--- config.mk ---
export PLATFORM = sky130hd
export DESIGN_NAME = mc_controller
export DESIGN_NICKNAME = d
export VERILOG_FILES = /design/src/rtl/mc_controller.sv
export SDC_FILE = /design/constraint.sdc
export NUM_CORES = 1
export LEC_CHECK = 0
export BUFFER_PORTS_ARGS = -buffer_cell sky130_fd_sc_hd__buf_2
export CAP_MARGIN = 20
export CELL_PAD_IN_SITES_DETAIL_PLACEMENT = 1
export CELL_PAD_IN_SITES_GLOBAL_PLACEMENT = 1
export CORE_UTILIZATION = 34
export CTS_CLUSTER_SIZE = 10
export DETAILED_ROUTE_END_ITERATION = 12
export PLACE_DENSITY_LB_ADDON = 0.1
export SETUP_SLACK_MARGIN = 0.15
export SLEW_MARGIN = 20
export SYNTH_ARGS = -nofsm -noshare
export SYNTH_HDL_FRONTEND = slang
export SYNTH_SLANG_ARGS = --single-unit
export TNS_END_PERCENT = 50
--- constraint.sdc ---
create_clock -name clk -period 4.9 [get_ports clk]
set_input_delay 0 -clock clk [delete_from_list [all_inputs] [get_ports clk]]
set_output_delay 0 -clock clk [all_outputs]
set_load 0.01 [all_outputs]
--- src/rtl/mc_controller.sv ---
// -----------------------------------------------------------------------------
// mc_controller
// Moore-style control unit for the MIPS multicycle datapath. The FSM steps each
// instruction through fetch/decode/execute/memory/writeback states. Opcode and
// funct are latched from the raw memory output during FETCH. Every datapath
// control signal is decoded from the current state.
//
// Ports
//   clk        in  1  rising-edge clock
//   reset      in  1  asynchronous, active-low reset
//   ins        in  32 memory read data (datapath ins_out)
//   zeroFlag   in  1  ALU zero result
//   PCEn       out 1  PC enable = PCWrite | (Branch & zero term)
//   IorD       out 1  memory address select (0 PC, 1 ALUOut)
//   MemWrite   out 1  memory write enable
//   IRWrite    out 1  instruction register enable
//   RegDst     out 1  write-register select (0 rt, 1 rd)
//   MemtoReg   out 1  write-data select (0 ALUOut, 1 data register)
//   RegWrite   out 1  register file write enable
//   ALUSrcA    out 1  0 PC, 1 A
//   ALUSrcB    out 2  00 B, 01 const 4, 10 SignImm, 11 SignImm<<2
//   ALUControl out 3  010 add, 110 sub, 000 and, 001 or, 111 slt
//   PCSrc      out 2  00 ALUResult, 01 ALUOut, 10 jump target
//   state_out  out 4  current state code
//
// Build option
//   MC_CTRL_BNE_EN : when defined, bne (000101) shares the BRANCH state and
//                    the branch condition becomes zeroFlag ^ is_bne.
// -----------------------------------------------------------------------------
module mc_controller (
    input  logic        clk,
    input  logic        reset,
    input  logic [31:0] ins,
    input  logic        zeroFlag,
    output logic        PCEn,
    output logic        IorD,
    output logic        MemWrite,
    output logic        IRWrite,
    output logic        RegDst,
    output logic        MemtoReg,
    output logic        RegWrite,
    output logic        ALUSrcA,
    output logic [1:0]  ALUSrcB,
    output logic [2:0]  ALUControl,
    output logic [1:0]  PCSrc,
    output logic [3:0]  state_out
);

    typedef enum logic [3:0] {
        S_FETCH    = 4'd0,
        S_DECODE   = 4'd1,
        S_MEMADR   = 4'd2,
        S_MEMRD    = 4'd3,
        S_MEMWB    = 4'd4,
        S_MEMWR    = 4'd5,
        S_EXECUTE  = 4'd6,
        S_ALUWB    = 4'd7,
        S_BRANCH   = 4'd8,
        S_ADDIEXEC = 4'd9,
        S_ADDIWB   = 4'd10,
        S_JUMP     = 4'd11
    } state_t;

    typedef enum logic [1:0] {
        ALUOP_ADD   = 2'b00,
        ALUOP_SUB   = 2'b01,
        ALUOP_FUNCT = 2'b10
    } aluop_t;

    localparam logic [5:0] OP_RTYPE = 6'b000000;
    localparam logic [5:0] OP_LW    = 6'b100011;
    localparam logic [5:0] OP_SW    = 6'b101011;
    localparam logic [5:0] OP_BEQ   = 6'b000100;
    localparam logic [5:0] OP_ADDI  = 6'b001000;
    localparam logic [5:0] OP_J     = 6'b000010;
`ifdef MC_CTRL_BNE_EN
    localparam logic [5:0] OP_BNE   = 6'b000101;
`endif

    state_t      r_state;
    state_t      w_next;
    logic [5:0]  r_op;
    logic [5:0]  r_funct;
    aluop_t      w_aluop;
    logic        w_pcwrite;
    logic        w_branch;
    logic        w_zero_eff;
    logic        w_unused_ins;

    // Only opcode and funct fields matter to control; the rest is ignored.
    assign w_unused_ins = ^ins[25:6];

    // State register; reset aborts any instruction in flight.
    always_ff @(posedge clk or negedge reset) begin
        if (!reset) begin
            r_state <= S_FETCH;
        end else begin
            r_state <= w_next;
        end
    end

    // Opcode/funct capture: memory output is only the instruction during FETCH.
    always_ff @(posedge clk or negedge reset) begin
        if (!reset) begin
            r_op    <= 6'd0;
            r_funct <= 6'd0;
        end else if (r_state == S_FETCH) begin
            r_op    <= ins[31:26];
            r_funct <= ins[5:0];
        end else begin
            r_op    <= r_op;
            r_funct <= r_funct;
        end
    end

    // Next-state logic; unused codes 12-15 fall back to FETCH.
    always_comb begin
        w_next = S_FETCH;
        case (r_state)
            S_FETCH:  w_next = S_DECODE;
            S_DECODE: begin
                case (r_op)
                    OP_LW, OP_SW: w_next = S_MEMADR;
                    OP_RTYPE:     w_next = S_EXECUTE;
                    OP_BEQ:       w_next = S_BRANCH;
`ifdef MC_CTRL_BNE_EN
                    OP_BNE:       w_next = S_BRANCH;
`endif
                    OP_ADDI:      w_next = S_ADDIEXEC;
                    OP_J:         w_next = S_JUMP;
                    default:      w_next = S_FETCH;
                endcase
            end
            S_MEMADR: begin
                if (r_op == OP_SW) begin
                    w_next = S_MEMWR;
                end else begin
                    w_next = S_MEMRD;
                end
            end
            S_MEMRD:    w_next = S_MEMWB;
            S_EXECUTE:  w_next = S_ALUWB;
            S_ADDIEXEC: w_next = S_ADDIWB;
            default:    w_next = S_FETCH;
        endcase
    end

    // Moore output decode; everything not named for a state stays 0.
    always_comb begin
        w_pcwrite = 1'b0;
        w_branch  = 1'b0;
        IorD      = 1'b0;
        MemWrite  = 1'b0;
        IRWrite   = 1'b0;
        RegDst    = 1'b0;
        MemtoReg  = 1'b0;
        RegWrite  = 1'b0;
        ALUSrcA   = 1'b0;
        ALUSrcB   = 2'b00;
        PCSrc     = 2'b00;
        w_aluop   = ALUOP_ADD;
        case (r_state)
            S_FETCH: begin
                ALUSrcB   = 2'b01;
                IRWrite   = 1'b1;
                w_pcwrite = 1'b1;
            end
            S_DECODE:   ALUSrcB = 2'b11;
            S_MEMADR: begin
                ALUSrcA = 1'b1;
                ALUSrcB = 2'b10;
            end
            S_MEMRD:    IorD = 1'b1;
            S_MEMWB: begin
                MemtoReg = 1'b1;
                RegWrite = 1'b1;
            end
            S_MEMWR: begin
                IorD     = 1'b1;
                MemWrite = 1'b1;
            end
            S_EXECUTE: begin
                ALUSrcA = 1'b1;
                w_aluop = ALUOP_FUNCT;
            end
            S_ALUWB: begin
                RegDst   = 1'b1;
                RegWrite = 1'b1;
            end
            S_BRANCH: begin
                ALUSrcA  = 1'b1;
                w_aluop  = ALUOP_SUB;
                PCSrc    = 2'b01;
                w_branch = 1'b1;
            end
            S_ADDIEXEC: begin
                ALUSrcA = 1'b1;
                ALUSrcB = 2'b10;
            end
            S_ADDIWB:   RegWrite = 1'b1;
            S_JUMP: begin
                PCSrc     = 2'b10;
                w_pcwrite = 1'b1;
            end
            default: begin
                w_pcwrite = 1'b0;
            end
        endcase
    end

    // ALU decode; unknown funct codes default to add.
    always_comb begin
        ALUControl = 3'b010;
        case (w_aluop)
            ALUOP_ADD: ALUControl = 3'b010;
            ALUOP_SUB: ALUControl = 3'b110;
            ALUOP_FUNCT: begin
                case (r_funct)
                    6'b100000: ALUControl = 3'b010;
                    6'b100010: ALUControl = 3'b110;
                    6'b100100: ALUControl = 3'b000;
                    6'b100101: ALUControl = 3'b001;
                    6'b101010: ALUControl = 3'b111;
                    default:   ALUControl = 3'b010;
                endcase
            end
            default: ALUControl = 3'b010;
        endcase
    end

`ifdef MC_CTRL_BNE_EN
    // bne inverts the sense of the zero test inside the shared BRANCH state.
    assign w_zero_eff = zeroFlag ^ (r_op == OP_BNE);
`else
    assign w_zero_eff = zeroFlag;
`endif

    // The only input-to-output combinational path: branch resolves same cycle.
    assign PCEn      = w_pcwrite | (w_branch & w_zero_eff);
    assign state_out = r_state;

endmodule

==> results of run 1 <==
## Yosys cell counts
cell / n / area (µm²)
buf_4: 1 / 7.51
a311oi_1: 1 / 8.76
ha_1: 3 / 37.5
nor2b_1: 2 / 12.5
o21a_1: 1 / 7.51
buf_6: 1 / 11.3
nor4_4: 1 / 21.3
a21bo_2: 1 / 10.0
xnor2_1: 1 / 8.76
nor4b_1: 1 / 8.76
a31oi_1: 1 / 6.26
mux2_4: 6 / 90.1
nand2_1: 4 / 15.0
a21o_1: 1 / 7.51
dfrtp_1: 16 / 400
a211o_1: 1 / 8.76
mux2i_1: 1 / 10.0
buf_2: 3 / 15.0
o211ai_1: 1 / 7.51
a32o_1: 1 / 10.0
o21ai_0: 4 / 20.0
nor4_1: 3 / 18.8
nand2b_1: 4 / 25.0
nor2_1: 6 / 22.5
a221oi_1: 1 / 8.76
and3_1: 1 / 6.26
or3_1: 1 / 6.26
a21oi_1: 1 / 5.00
mux2_2: 5 / 56.3
nor3_1: 7 / 35.0
nor3b_1: 2 / 15.0
inv_1: 6 / 22.5
nand3_1: 2 / 10.0
o2111ai_1: 1 / 8.76
xor2_1: 2 / 17.5
clkbuf_1: 1 / 3.75
a2111oi_0: 1 / 8.76
## layout make-up
class	count	area, µm²	share of cell area, %
timing repair buffer	46	295	22.2
sequential	16	400	30.2
inverter	6	22.5	1.70
tap	31	38.8	2.92
multi-input combinational	68	534	40.2
clock buffer	4	36.3	2.73
## logic make-up after synthesis
logic type                 synth area share [%]
adders and majority gates                  3.77
and+or+nand+nor                            19.7
buffers and inverters                      6.04
AOI/OAI and AO/OA                          11.8
xor gates and xnor gates                   2.64
muxes                                      15.7
DFF                                        40.3
## layer usage
metal  vias to the layer above  part of all wire [%]  GRT usage (%)
met1                       407                    45           21.0
li1                        435                     -              -
met2                        28                    50           28.2
met3                         4                   3.8           1.63
met5                         -                     0              0
met4                         0                   1.3           6.27
## state kept, by name, indices dropped and copies added (netlist names)
register / cells
state_out: 4
r_funct: 6
r_op: 6
## report_power, final
group	switching, W	internal, W	total (W)
Sequential	0.000101	0.000195	0.000296
Clock	0.0000411	0.0000453	0.0000864
Combinational	0.000168	0.000210	0.000378
Total	0.000309	0.000450	0.000760
## path summary, 6_finish.rpt
kind                                         from                      to  depth (start not counted)
max reg2reg                state_out[1]$_DFF_PN0_     r_op[0]$_DFFE_PN0P_                          2
min in group clk                         zeroFlag                    PCEn                          3
max                        state_out[1]$_DFF_PN0_           ALUControl[0]                          8
max in group asynchronous                   reset  r_funct[1]$_DFFE_PN0P_                          2
min reg2reg                r_funct[5]$_DFFE_PN0P_  r_funct[5]$_DFFE_PN0P_                          1
min                                         reset  state_out[3]$_DFF_PN0_                          2
## placed cells by master, fill, tap and decap left out
| cell | Yosys | layout |
|---|---|---|
| buf_2 | 3 | 33 |
| dfrtp_1 | 16 | 16 |
| dlygate4sd3_1 | 0 | 13 |
| nor3_1 | 7 | 7 |
| inv_1 | 6 | 6 |
| nor2_1 | 6 | 6 |
| mux2_4 | 6 | 6 |
| mux2_2 | 5 | 5 |
| nand2b_1 | 4 | 4 |
| nand2_1 | 4 | 4 |
| o21ai_0 | 4 | 4 |
| nor4_1 | 3 | 3 |
| ha_1 | 3 | 3 |
| clkbuf_4 | 0 | 3 |
| xor2_1 | 2 | 2 |
| nand3_1 | 2 | 2 |
| nor3b_1 | 2 | 2 |
| nor2b_1 | 2 | 2 |
| or3_1 | 1 | 1 |
| nor4_4 | 1 | 1 |
| and3_1 | 1 | 1 |
| a311oi_1 | 1 | 1 |
| a31oi_1 | 1 | 1 |
| a2111oi_0 | 1 | 1 |
| a221oi_1 | 1 | 1 |
| nor4b_1 | 1 | 1 |
| a21bo_2 | 1 | 1 |
| o211ai_1 | 1 | 1 |
| a32o_1 | 1 | 1 |
| o2111ai_1 | 1 | 1 |
| o21a_1 | 1 | 1 |
| a211o_1 | 1 | 1 |
| xnor2_1 | 1 | 1 |
| mux2i_1 | 1 | 1 |
| a21o_1 | 1 | 1 |
| a21oi_1 | 1 | 1 |
| clkbuf_8 | 0 | 1 |
## stage by stage
stage               power [W]  cell area, µm²
finish               0.000760            1330
global route         0.000823            1330
CTS                  0.000772            1330
detailed placement   0.000674            1160
global placement     0.000664            1160
floorplan            0.000579             995
## repair_timing
item / 4_1_cts / 5_1_grt
endpoints found under the hold margin: 28 / 0
setup endpoints to repair: 0 / 0
hold buffers: 13 / 0
==> impl_metrics.ini, run 1 <==
[outcome]
outcome = finished, final reports clean

[sta]
slew_viol_final = 0
setup_viol = 0
setup_ws_ns = 2.39
period_needed_ns = 2.51
setup_tns_ns = 0
fmax_ghz = 0.398
finalCritPeriodShare_pct = 51.3
relSlewSlack_pct = 27.1
whs_ns = 0.143
clock_skew_ns = 0.00342
worst_slew_pin_slew_ns = 1.09
hold_violations = 0
grt_setup_unrepaired = no

[clock_network]
clk_pin_slew_worst_paths_ns = 0.09
h-tree-depth = 1
cts_buffers = 3
cts_tree = yes
cts-root-buf = clkbuf_4
cts_buffer_depth = 2
cts_resized = 0
clock_sinks = 16
post-cts-setup-buffers = 0
insertion_delay_ns = 0.29

[yosys]
synth.avg_cell_area_um2 = 10.4
yosys_warnings = 0
synth_seq_area_share_pct = 40.3
ys_types = 37
synth.net_count = 134
netlist_instances = 96
syn-cell-area_um2 = 995
yosys_register_bits = 16

[detailed_routing]
antenna_left = 0
drc_errors = 0
vias = 874
routedWlPerCell_um = 13.6
viasPerCell = 5.11
dr.pass1.iters = 4
drtIter0Drc = 30
totalWireLength_mm = 2.33

[die]
start_util_pct = 36.1
num_rows = 19
dieArea_mm2 = 0.00315
ios = 54
coreArea_mm2 = 0.00276
die_h_um = 56.1
die_w_um = 56.1

[placement]
dp_cells = 154
pre_cts_ws_ns = 2.71
port_buffers = 33
hpwl_mm = 1.55
gp_congestion = 0.769

[worst_setup_path]
cp_max_fo = 14
critPathSlowestCell = dfrtp_1
worstPathArrival_ns = 2.51
cpPeakStageDelay_ns = 0.66
worst-path-buf-inv = 4
startpoint_type = register
critical_path_class = reg2out
crit_family = simple AND/OR/NAND/NOR gates
cp_common_cell = inv_1
path_cells = inv_1 > or3_1 > inv_1 > ha_1 > inv_1 > nor4_1 > a32o_1 > buf_2
r2r_slack_ns = 2.78
cp-end-kind = primary output
required_ns = 4.90

[grt]
grt_pass1_wl_mm = 4.00
grt_max_degree = 17
grt_usage_pct = 16.4
grt_remaining_overflow = 0
grt_pass1_vias = 854
antenna_found_initial = 0

[min_path]
hp-class = in2async

[final_layout]
syn_to_final_growth_pct = 33.5
fin_nets = 179
num_antenna_cells = 0
final_cells = 171
drive_gt1_share_pct = 35.7
fillerInstances = 334
fin_util_pct = 48.1

[power_and_ir_drop]
cellLeakagePower_nw = 0.642
powerDensity_mw_per_mm2 = 572
peakVddDrop_mv = 0.339

[flow_run]
timing.max_cap.violations = 0
Note: power is estimated with default switching activity, not from simulation.
==> inputs of run 2 (changes only) <==
--- a/config.mk
+++ b/config.mk
@@ -9,7 +9,7 @@
 export CAP_MARGIN = 20
 export CELL_PAD_IN_SITES_DETAIL_PLACEMENT = 1
 export CELL_PAD_IN_SITES_GLOBAL_PLACEMENT = 1
-export CORE_UTILIZATION = 34
+export CORE_UTILIZATION = 28
 export CTS_CLUSTER_SIZE = 10
 export DETAILED_ROUTE_END_ITERATION = 12
 export PLACE_DENSITY_LB_ADDON = 0.1
==> constraint.sdc (replaced) <==
create_clock -name clk -period 2.14 [get_ports clk]
set_input_delay 0 -clock clk [delete_from_list [all_inputs] [get_ports clk]]
set_output_delay 0 -clock clk [all_outputs]
set_load 0.01 [all_outputs]
==> impl_metrics.ini, run 2 (synthesized netlist as in run 1, its figures left out) <==
[outcome]
outcome = finished, final reports clean

[detailed_routing]
viasPerCell = 4.78
totalWireLength_mm = 2.47
routedWlPerCell_um = 12.7
drtIter0Drc = 46
vias = 927
dr.pass1.iters = 4
drc_errors = 0
antenna_left = 0

[clock_network]
clock_sinks = 16
cts_buffers = 3
cts_tree = yes
cts-root-buf = clkbuf_4
insertion_delay_ns = 0.28
h-tree-depth = 1
clk_pin_slew_worst_paths_ns = 0.10
cts_buffer_depth = 2

[power_and_ir_drop]
power.share.clock_pct = 10.3
p_switching_w = 0.000771
cellLeakagePower_nw = 0.699
swShare_pct = 40.7
powerDensity_mw_per_mm2 = 1270
p_int_w = 0.00112
power_frac_seq_pct = 31.8
p_comb_share_pct = 57.8
peakVddDrop_mv = 0.543
total_power_w = 0.00189

[placement]
hpwl_mm = 1.72
dp_cells = 175
place_area_mm2 = 0.00122
gp_congestion = 0.718
port_buffers = 33

[sta]
relSlewSlack_pct = 67.2
fmax_ghz = 0.524
setup_tns_ns = 0
finalCritPeriodShare_pct = 89.2
slew_viol_final = 0
clock_skew_ns = 0.00567
period_needed_ns = 1.91
hold_violations = 0
setup_viol = 0
grt_setup_unrepaired = yes
worst_slew_pin_slew_ns = 0.487

[grt]
grt_usage_pct = 14.0
antenna_found_initial = 0
grt_pass1_vias = 857
grt_max_degree = 17
grt_pass1_wl_mm = 3.91
grt_remaining_overflow = 0

[flow_run]
timing.max_cap.violations = 0

[min_path]
hp-class = in2async

[final_layout]
final_common_cell = buf_2
layout_common_cells = buf_2 (33), dfrtp_1 (16), dlygate4sd3_1 (13)
final_cells = 194
fin_nets = 187
final_area_mm2 = 0.00149
fillerInstances = 410
syn_to_final_growth_pct = 49.8
num_antenna_cells = 0
drive_gt1_share_pct = 47.3
fin_util_pct = 44.3

[worst_setup_path]
required_ns = 2.14
worstPathArrival_ns = 1.91
cp_max_fo = 2
critical_path_class = reg2out
cp-end-kind = primary output
startpoint_type = register

[die]
die_w_um = 61.6
die_h_um = 61.6
start_util_pct = 29.6
num_rows = 21
dieArea_mm2 = 0.00379
ios = 54
coreArea_mm2 = 0.00336
run 2: cell types whose count changed in the layout (fill, tap and decap cells not counted), moves of 2 or more:
| cell | previous run | this run |
|---|---|---|
| inv_1 | 6 | 3 |
| inv_2 | 0 | 3 |
| nand2b_1 | 4 | 2 |
| buf_4 | 0 | 7 |
| nand2b_4 | 0 | 2 |
| ha_4 | 0 | 2 |
| ha_1 | 3 | 1 |
run 2: cell type report:
class | instances | area [µm²] | area share, %
multi-input cells | 68 | 614 | 41.2
flip-flops and latches | 16 | 400 | 26.9
repair buffers | 54 | 359 | 24.1
well taps | 46 | 57.6 | 3.86
clock buffers | 4 | 36.3 | 2.43
inverters | 6 | 22.5 | 1.51
run 2: worst max-delay path, cell delays in order (launching register included):
cell and delay (ns):
dfrtp_1 0.39, nand2b_4 0.14, or3_4 0.37, buf_4 0.16
ha_4 0.26, nor2b_4 0.12, o21ai_1 0.06, buf_2 0.15
run 2: path summary, 6_finish.rpt:
path / from / end / slack, ns / depth (start not counted)
setup / recovery: state_out[3]$_DFF_PN0_ / ALUControl[1] / 0.23 / 7
hold / removal: reset / r_op[2]$_DFFE_PN0P_ / 0.15 / 2
setup reg to reg: state_out[1]$_DFF_PN0_ / r_funct[5]$_DFFE_PN0P_ / 0.54 / 4
hold reg to reg: r_funct[4]$_DFFE_PN0P_ / r_funct[4]$_DFFE_PN0P_ / 0.52 / 1
max in group asynchronous: reset / r_funct[3]$_DFFE_PN0P_ / 1.72 / 2
min in group clk: zeroFlag / PCEn / 0.29 / 3
run 2: power by group through the flow:
stage | Sequential [W] | Combinational [W] | Clock [W]
after detailed placement | 0.000602 | 0.00102 | 0
after global placement | 0.000595 | 0.00100 | 0
after floorplan | 0.000574 | 0.000753 | 0
after global routing | 0.000630 | 0.00121 | 0.000212
after CTS | 0.000606 | 0.00110 | 0.000209
final | 0.000603 | 0.00110 | 0.000196
run 2: through the flow:
stage,setup WS (ns),hold WS [ns]
2_1_floorplan,0.236,-0.296
3_3_place_gp,0.219,-0.0598
3_5_place_dp,0.170,-0.0613
4_1_cts,0.149,0.159
5_1_grt,0.122,0.196
6_report,0.231,0.155
run 2: timing repair:
| item | 4_1_cts | 5_1_grt |
|---|---|---|
| endpoints found under the hold margin | 28 | 0 |
| cloned | 0 | 0 |
| setup buffers | 2 | 0 |
| setup endpoints to repair | 3 | 3 |
| hold buffers | 13 | 0 |
| pin swaps | 3 | 2 |
| resized for setup | 12 | 6 |
run 2: routing by layer:
| layer | wire, µm | part of all wire (%) | GRT usage, % | up-vias |
|---|---|---|---|---|
| met3 | 109 | 4.4 | 1.26 | 2 |
| li1 | - | - | - | 451 |
| met1 | 1150 | 47 | 18.3 | 449 |
| met2 | 1190 | 48 | 24.1 | 25 |
| met4 | 19 | 0.77 | 4.76 | 0 |
| met5 | 0 | 0 | 0 | - |
==> inputs of run 3 (changes only) <==
--- a/config.mk
+++ b/config.mk
@@ -9,6 +9,7 @@
 export CAP_MARGIN = 20
 export CELL_PAD_IN_SITES_DETAIL_PLACEMENT = 1
 export CELL_PAD_IN_SITES_GLOBAL_PLACEMENT = 1
+export CORE_MARGIN = 2
 export CORE_UTILIZATION = 28
 export CTS_CLUSTER_SIZE = 10
 export DETAILED_ROUTE_END_ITERATION = 12
==> impl_metrics.ini, run 3 (synthesized netlist as in run 1, its figures left out) <==
[outcome]
outcome = finished, final reports clean

[power_and_ir_drop]
p_int_w = 0.00117
power_frac_seq_pct = 30.8
swShare_pct = 40.3
power.share.clock_pct = 10.3
powerDensity_mw_per_mm2 = 1290
cellLeakagePower_nw = 0.724
peakVddDrop_mv = 0.515
p_comb_share_pct = 58.9
total_power_w = 0.00197
p_switching_w = 0.000793

[sta]
finalCritPeriodShare_pct = 89.1
slew_viol_final = 0
worst_slew_pin_slew_ns = 0.407
hold_violations = 0
setup_viol = 0
clock_skew_ns = 0.00146
relSlewSlack_pct = 72.6
grt_setup_unrepaired = yes
setup_tns_ns = 0
fmax_ghz = 0.525
period_needed_ns = 1.91
whs_ns = 0.147

[grt]
grt_max_degree = 17
grt_remaining_overflow = 0
antenna_found_initial = 0
grt_pass1_vias = 946
grt_usage_pct = 13.1
grt_pass1_wl_mm = 4.28

[final_layout]
syn_to_final_growth_pct = 52.8
layout_common_cells = buf_2 (33), dfrtp_1 (16), dlygate4sd3_1 (13)
fin_nets = 193
drive_gt1_share_pct = 48.1
num_antenna_cells = 0
final_cells = 200
fillerInstances = 412
final_common_cell = buf_2

[clock_network]
clk_pin_slew_worst_paths_ns = 0.10
cts_buffer_depth = 2
clock_sinks = 16
cts_tree = yes
cts_buffers = 3
insertion_delay_ns = 0.29
h-tree-depth = 1
cts-root-buf = clkbuf_4

[flow_run]
timing.max_cap.violations = 0

[min_path]
hp-class = in2async

[worst_setup_path]
required_ns = 2.14
cp_max_fo = 3
critical_path_class = reg2out
critPathSlowestCell = dfrtp_1
startpoint_type = register
worstPathArrival_ns = 1.91
r2r_start = state_out[2]$_DFF_PN0_
critPathLaunch = state_out[2]$_DFF_PN0_
cp-end-kind = primary output
cpPeakStageDelay_ns = 0.40
cp_common_cell = buf_4
path_cells = buf_6 > nand2b_4 > nor3_4 > buf_4 > buf_4 > buf_4 > ha_2 > nor2b_1 > o21ai_0 > buf_2

[die]
ios = 54
dieArea_mm2 = 0.00404
coreArea_mm2 = 0.00336
die_h_um = 63.6
die_w_um = 63.6
num_rows = 21
start_util_pct = 29.6

[detailed_routing]
drtIter0Drc = 25
vias = 942
antenna_left = 0
totalWireLength_mm = 2.61
routedWlPerCell_um = 13.0
drc_errors = 0
viasPerCell = 4.71
dr.pass1.iters = 4

[placement]
dp_cells = 176
gp_congestion = 0.705
port_buffers = 33
hpwl_mm = 1.81
==> run 3: cell types whose count changed in the layout (fill, tap and decap cells not counted), sizes merged <==
cell  change
buf       +6
==> run 3: repair_timing <==
| item | 4_1_cts | 5_1_grt |
|---|---|---|
| hold endpoints to repair | 28 | 0 |
| endpoints found under the setup margin | 3 | 3 |
| gates resized for setup | 10 | 6 |
| pin swaps | 3 | 2 |
| hold buffers | 13 | 0 |
| buffers inserted | 4 | 3 |
==> run 3: path summary, 6_finish.rpt <==
kind / slack [ns] / depth (start not counted) / end
setup / recovery: 0.23 / 10 / ALUControl[1]
max in group asynchronous: 1.72 / 2 / r_funct[0]$_DFFE_PN0P_
hold / removal: 0.15 / 2 / r_op[2]$_DFFE_PN0P_
min in group clk: 0.32 / 3 / PCEn
setup reg to reg: 0.46 / 5 / r_op[5]$_DFFE_PN0P_
hold reg to reg: 0.52 / 1 / r_funct[5]$_DFFE_PN0P_
==> run 3: power by group through the flow <==
stage,clock network [W],logic [W],registers [W]
finish,0.000203,0.00116,0.000606
global route,0.000220,0.00126,0.000631
CTS,0.000212,0.00113,0.000603
detailed placement,0,0.00103,0.000602
global placement,0,0.00102,0.000594
floorplan,0,0.000753,0.000574
==> run 3: layer usage <==
| layer | vias up | part of all wire (%) | global-route usage [%] |
|---|---|---|---|
| met1 | 455 | 45 | 16.4 |
| met2 | 24 | 51 | 22.9 |
| met5 | - | 0 | 0 |
| met4 | 0 | 1.1 | 4.89 |
| li1 | 459 | - | - |
| met3 | 4 | 3.5 | 1.43 |
==> run 3: cell type report <==
cell class              instances  area (µm²)  share of cell area [%]
flip-flops and latches         16         400                    26.3
well taps                      46        57.6                    3.79
repair buffers                 60         408                    26.8
multi-input cells              68         596                    39.2
inverters                       6        22.5                    1.48
clock buffers                   4        36.3                    2.39
==> run 3: critical path: cells and delay by family, from the launching register on <==
| kind | cells | cell delay (ns) |
|---|---|---|
| buffers and inverters | 5 | 0.59 |
| DFF | 1 | 0.40 |
| and+or+nand+nor | 3 | 0.40 |
| adders and majority gates | 1 | 0.18 |
| AOI/OAI and AO/OA | 1 | 0.06 |
==> run 3: through the flow <==
step	utilization (%)	worst slack, ns	area (µm²)
after CTS	43.9	0.136	1480
after floorplan	-	0.236	995
after detailed placement	36.6	0.162	1230
after global placement	36.6	0.191	1230
after global routing	45.2	0.119	1520
final	45.2	0.234	1520
